===== config.mk =====
export PLATFORM = sky130hd
export DESIGN_NAME = sram_stream_reader
export DESIGN_NICKNAME = d
export VERILOG_FILES = /design/src/rtl/sram_stream_reader.sv
export SDC_FILE = /design/constraint.sdc
export NUM_CORES = 1
export LEC_CHECK = 0
export ABC_CLOCK_PERIOD_IN_PS = 5700
export CAP_MARGIN = 15
export CORE_ASPECT_RATIO = 2
export CORE_MARGIN = 1
export CORE_UTILIZATION = 58
export DETAILED_ROUTE_END_ITERATION = 8
export MAX_ROUTING_LAYER = met4
export PLACE_DENSITY = 0.86
export SLEW_MARGIN = 15
export SYNTH_ARGS = -nofsm -noshare
export SYNTH_HDL_FRONTEND = slang
export SYNTH_SLANG_ARGS = --single-unit

===== constraint.sdc =====
create_clock -name clk_i -period 5.7 [get_ports clk_i]
set_clock_uncertainty 0.15 [all_clocks]
set_input_delay 0.855 -clock clk_i [delete_from_list [all_inputs] [get_ports clk_i]]
set_output_delay 0.855 -clock clk_i [all_outputs]
set_load 0.02 [all_outputs]

===== src/rtl/sram_stream_reader.sv =====
// Burst reader: walks len consecutive memory words from a base address and streams them
// out on a valid/ready interface. A 2-entry FIFO with credit-based issue hides the 1-cycle
// memory read latency while sustaining one word per cycle.
module sram_stream_reader #(
  parameter int unsigned DataWidth = 8,
  parameter int unsigned DataDepth = 4096,
  localparam int unsigned AddrWidth = (DataDepth <= 1) ? 1 : $clog2(DataDepth)
) (
  input  logic                 clk_i,
  input  logic                 rst_ni,
  input  logic                 start_i,
  input  logic [AddrWidth-1:0] base_addr_i,
  input  logic [AddrWidth:0]   len_i,
  output logic                 busy_o,
  output logic                 done_o,
  output logic [AddrWidth-1:0] mem_addr_o,
  output logic                 mem_we_o,
  output logic [DataWidth-1:0] mem_wr_data_o,
  input  logic [DataWidth-1:0] mem_rd_data_i,
  output logic [DataWidth-1:0] out_data_o,
  output logic                 out_valid_o,
  input  logic                 out_ready_i
);

  typedef enum logic [1:0] {StIdle, StRun, StDone} state_e;

  state_e               state_q, state_d;
  logic [AddrWidth-1:0] base_q, base_d;
  logic [AddrWidth:0]   len_q, len_d;
  logic [AddrWidth:0]   issued_q, issued_d;
  logic                 inflight_q;
  logic [AddrWidth-1:0] mem_addr_q;
  logic [DataWidth-1:0] fifo_q [2];
  logic                 rd_ptr_q, wr_ptr_q;
  logic [1:0]           count_q, count_d;

  logic                 pop, push, issue;
  logic [1:0]           occupancy;
  logic [AddrWidth-1:0] issue_addr;

  // Credit check: slots already promised (FIFO after this cycle's pop plus read in flight).
  always_comb begin
    pop        = (count_q != 2'd0) && out_ready_i;
    push       = inflight_q;
    occupancy  = count_q - {1'b0, pop} + {1'b0, inflight_q};
    issue      = (state_q == StRun) && (issued_q < len_q) && (occupancy < 2'd2);
    issue_addr = base_q + issued_q[AddrWidth-1:0];
    count_d    = count_q + {1'b0, push} - {1'b0, pop};
  end

  // FSM next state and burst bookkeeping.
  always_comb begin
    state_d  = state_q;
    base_d   = base_q;
    len_d    = len_q;
    issued_d = issued_q;
    if (issue) issued_d = issued_q + {{AddrWidth{1'b0}}, 1'b1};
    unique case (state_q)
      StIdle: begin
        if (start_i) begin
          base_d   = base_addr_i;
          len_d    = len_i;
          issued_d = '0;
          state_d  = (len_i == '0) ? StDone : StRun;
        end
      end
      StRun: begin
        // Finish once the last word leaves the FIFO; the pop in this cycle counts.
        if ((issued_q == len_q) && !inflight_q && ((count_q - {1'b0, pop}) == 2'd0)) begin
          state_d = StDone;
        end
      end
      StDone:  state_d = StIdle;
      default: state_d = StIdle;
    endcase
  end

  // State, counters and FIFO storage.
  always_ff @(posedge clk_i or negedge rst_ni) begin
    if (!rst_ni) begin
      state_q    <= StIdle;
      base_q     <= '0;
      len_q      <= '0;
      issued_q   <= '0;
      inflight_q <= 1'b0;
      mem_addr_q <= '0;
      fifo_q[0]  <= '0;
      fifo_q[1]  <= '0;
      rd_ptr_q   <= 1'b0;
      wr_ptr_q   <= 1'b0;
      count_q    <= 2'd0;
    end else begin
      state_q    <= state_d;
      base_q     <= base_d;
      len_q      <= len_d;
      issued_q   <= issued_d;
      inflight_q <= issue;
      if (issue) mem_addr_q <= issue_addr;
      if (push) begin
        fifo_q[wr_ptr_q] <= mem_rd_data_i;
        wr_ptr_q         <= ~wr_ptr_q;
      end
      if (pop) rd_ptr_q <= ~rd_ptr_q;
      count_q <= count_d;
    end
  end

  // Outputs; the address holds its last issued value when no read is issued.
  always_comb begin
    busy_o        = (state_q != StIdle);
    done_o        = (state_q == StDone);
    mem_addr_o    = issue ? issue_addr : mem_addr_q;
    mem_we_o      = 1'b0;
    mem_wr_data_o = '0;
    out_data_o    = fifo_q[rd_ptr_q];
    out_valid_o   = (count_q != 2'd0);
  end

endmodule


==> results.json <==
{
  "status": "completed",
  "cp.depth": 11,
  "synth_largest_area_cell": "dfrtp_1",
  "synth-seq-area-share_pct": 44.35,
  "grt_max_degree": 74,
  "cts_num_sinks": 73,
  "routedWlPerCell_um": 17.01,
  "critPathRequiredTime_ps": 4700,
  "drc": 0,
  "viasPerCell": 5.851,
  "place.gp.congestion": 0.8730,
  "clk_path_buf_depth": 2,
  "async_flop_share_pct": 100.0,
  "hold_class": "flop to flop",
  "dp_hpwl_um": 7011,
  "yosysUniqueCellTypes": 53,
  "wirelength_um": 9715,
  "crit_type": "input pin to output port",
  "syn_area_um2": 4119,
  "holdPathEnd": "base_q[6]",
  "area_delta_synth_final_pct": 22.21,
  "die_area_um2": 7463,
  "ios": 69,
  "yosysTopAreaCellShare_pct": 44.35,
  "reg2reg_to": "issued_q[6]",
  "fin_nets": 541,
  "antenna_found_initial": 0,
  "synthCells": 419,
  "port_buffers": 59,
  "post_cts_buffers": 0,
  "cp.arrival_ps": 3860,
  "final_cell_mix": "nand2_1 (73), dfrtp_1 (73), clkdlybuf4s50_1 (58)",
  "cp.buffers_inverters": 4,
  "clk-insertion-delay-late_ps": 340,
  "reg2regPathDepth": 9,
  "grt_usage_pct": 30.61,
  "drv_cap": 0,
  "vias": 3341,
  "end_kind": "output port",
  "yosys_warnings": 0,
  "r2r_setup_slack_ps": 2750,
  "synth_seq_cells": 73,
  "fin_crit_ps": 4864,
  "synth-main-ff-cell": "dfrtp_1",
  "path_delay_family": "buffers and inverters",
  "tns_ps": 0,
  "maxSlewViolCount": 0,
  "die_w_um": 61.59,
  "r2r-start": "count_q[1]",
  "worst_hold_startpoint": "base_q[6]",
  "crit_path_cell_trace": "clkdlybuf4s50_1 -> and2_1 -> ha_1 -> inv_1 -> ha_1 -> xnor2_1 -> a211oi_2 -> buf_4 -> nand2_2 -> o31ai_1 -> clkdlybuf4s50_1",
  "cts_buffers": 9,
  "setup_viol": 0,
  "rsz0062_at_grt": "false",
  "critPathLaunchType": "input pin",
  "syn_area_per_cell_um2": 9.830,
  "grt_overflow": 0,
  "num_rows": 43,
  "antenna_left": 0,
  "cp_max_fo": 16,
  "cts_resized": 0,
  "cts_tree": "done",
  "power.density_nw_per_um2": 644.8,
  "crit_path_max_incr_delay_ps": 670,
  "drive_gt1_share_pct": 11.64,
  "min_path_cells": 2,
  "drtIter0Drc": 142,
  "yosys-top-cells-area": "dfrtp_1 (44%), ha_1 (8.2%), mux2_2 (7.4%), nand2_1 (6.7%), o21ai_0 (3.3%)",
  "grt_pass1_vias": 3430,
  "clk_pin_slew_ps": 50,
  "fin_crit_sh_pct": 85.33,
  "cts.htree.levels": 3,
  "dr.pass1.iters": 5,
  "max_freq_mhz": 205.6,
  "cp_slowest_cell": "clkdlybuf4s50_1",
  "start_util_pct": 59.81,
  "diodes": 0,
  "peakVddDrop_uv": 500.6,
  "hold_viol": 0,
  "tightestPinTransition_ps": 928.1,
  "slew_headroom_pct": 37.98,
  "grt_pass1_wl_um": 16100,
  "die_h_um": 121.2,
  "power_mw": 3.245,
  "core_area_um2": 6887,
  "clock-root-buffer": "clkbuf_16",
  "leakage_nw": 2.357,
  "holdBufCountCts": 0,
  "synth_edf_count": 0
}
[worst min-delay path: stages (launching register included)]
cell	delay, ps
dfrtp_1	340
nand2_1	60
nand2_1	60
[through the flow]
step           instance area (um^2)  setup slack, ps  hold WS [ps]  std cells  utilization (%)
6_report                       5034            836.3         339.7        571            73.09
5_1_grt                        5034            669.3         356.2        571            73.09
4_1_cts                        5034            821.4         343.4        571            73.09
3_5_place_dp                   4740            918.5         319.4        555            68.82
3_3_place_gp                   4740            984.1         317.6        555            68.82
2_1_floorplan                  4149             1779         302.3        427                -
[sequential cells by signal, indices dropped and copies added (netlist names)]
signal and cells:
mem_addr_q 12, rd_ptr_q 1, inflight_q 1, len_q 13
issued_q 13, state_q 2, wr_ptr_q 1, fifo_q 16
base_q 12, count_q 2
[layer usage]
| layer | part of all wire (%) | global-route usage, % | vias up | wire [um] |
|---|---|---|---|---|
| met1 | 36 | 30.39 | 1634 | 3544 |
| met4 | 3.8 | 18.19 | 0 | 374 |
| met3 | 3.8 | 7.889 | 37 | 367 |
| met2 | 56 | 51.14 | 97 | 5429 |
| met5 | 0 | - | - | 0 |
| li1 | - | - | 1573 | - |
[cell usage after synthesis, types with 2 or more instances]
master,n
nor2_1,18
buf_4,9
o211ai_1,2
dfrtp_1,73
or2_2,2
nor2b_1,4
a211oi_1,3
inv_1,19
nand2b_1,4
a41o_1,7
and3_1,3
and2_1,4
nand4_1,5
buf_2,2
mux2i_1,6
buf_1,3
ha_1,27
nand3_1,13
clkbuf_1,10
a21o_1,4
xnor2_1,7
nand3b_1,2
xor2_1,5
nor3_1,8
a21oi_1,10
a31oi_1,6
mux2_4,4
mux2_2,27
o21ai_0,27
and4_1,2
nor4_1,5
nand2_1,73
nor3b_1,3
o31ai_1,2
nor4b_1,2
[worst max-delay path by stage]
| stage | end | from | slack, ps |
|---|---|---|---|
| final | mem_addr_o[9] | out_ready_i | 840 |
| after global routing | mem_addr_o[9] | out_ready_i | 670 |
| after CTS | mem_addr_o[9] | out_ready_i | 820 |
| after detailed placement | mem_addr_o[9] | out_ready_i | 920 |
| after global placement | mem_addr_o[9] | out_ready_i | 980 |
| after floorplan | mem_addr_o[9] | out_ready_i | 1780 |
[area by class of cell]
cell class	count	area, um^2
multi-input cells	310	2113
fillers	518	1853
flip-flops and latches	73	1827
repair buffers	63	615.6
clock buffers	14	284.0
well taps	90	112.6
inverters	19	71.32
clock inverters	2	10.01
[kinds of logic after synthesis]
logic type	Yosys count	share of synthesized area [%]
AND/OR/NAND/NOR	151	17.19
AO/OA/AOI/OAI	73	11.76
flip-flops	73	44.35
buffers and inverters	44	5.073
multiplexers	37	10.30
adder cells (fa/ha/maj)	28	8.688
XOR/XNOR	12	2.552
other	1	0.09104
[power breakdown]
part / internal [mW] / total [mW] / switching, mW
clock: 0.340 / 0.544 / 0.204
combinational: 0.840 / 1.79 / 0.952
sequential: 0.756 / 0.910 / 0.153
(Power assumes the default switching activity.)
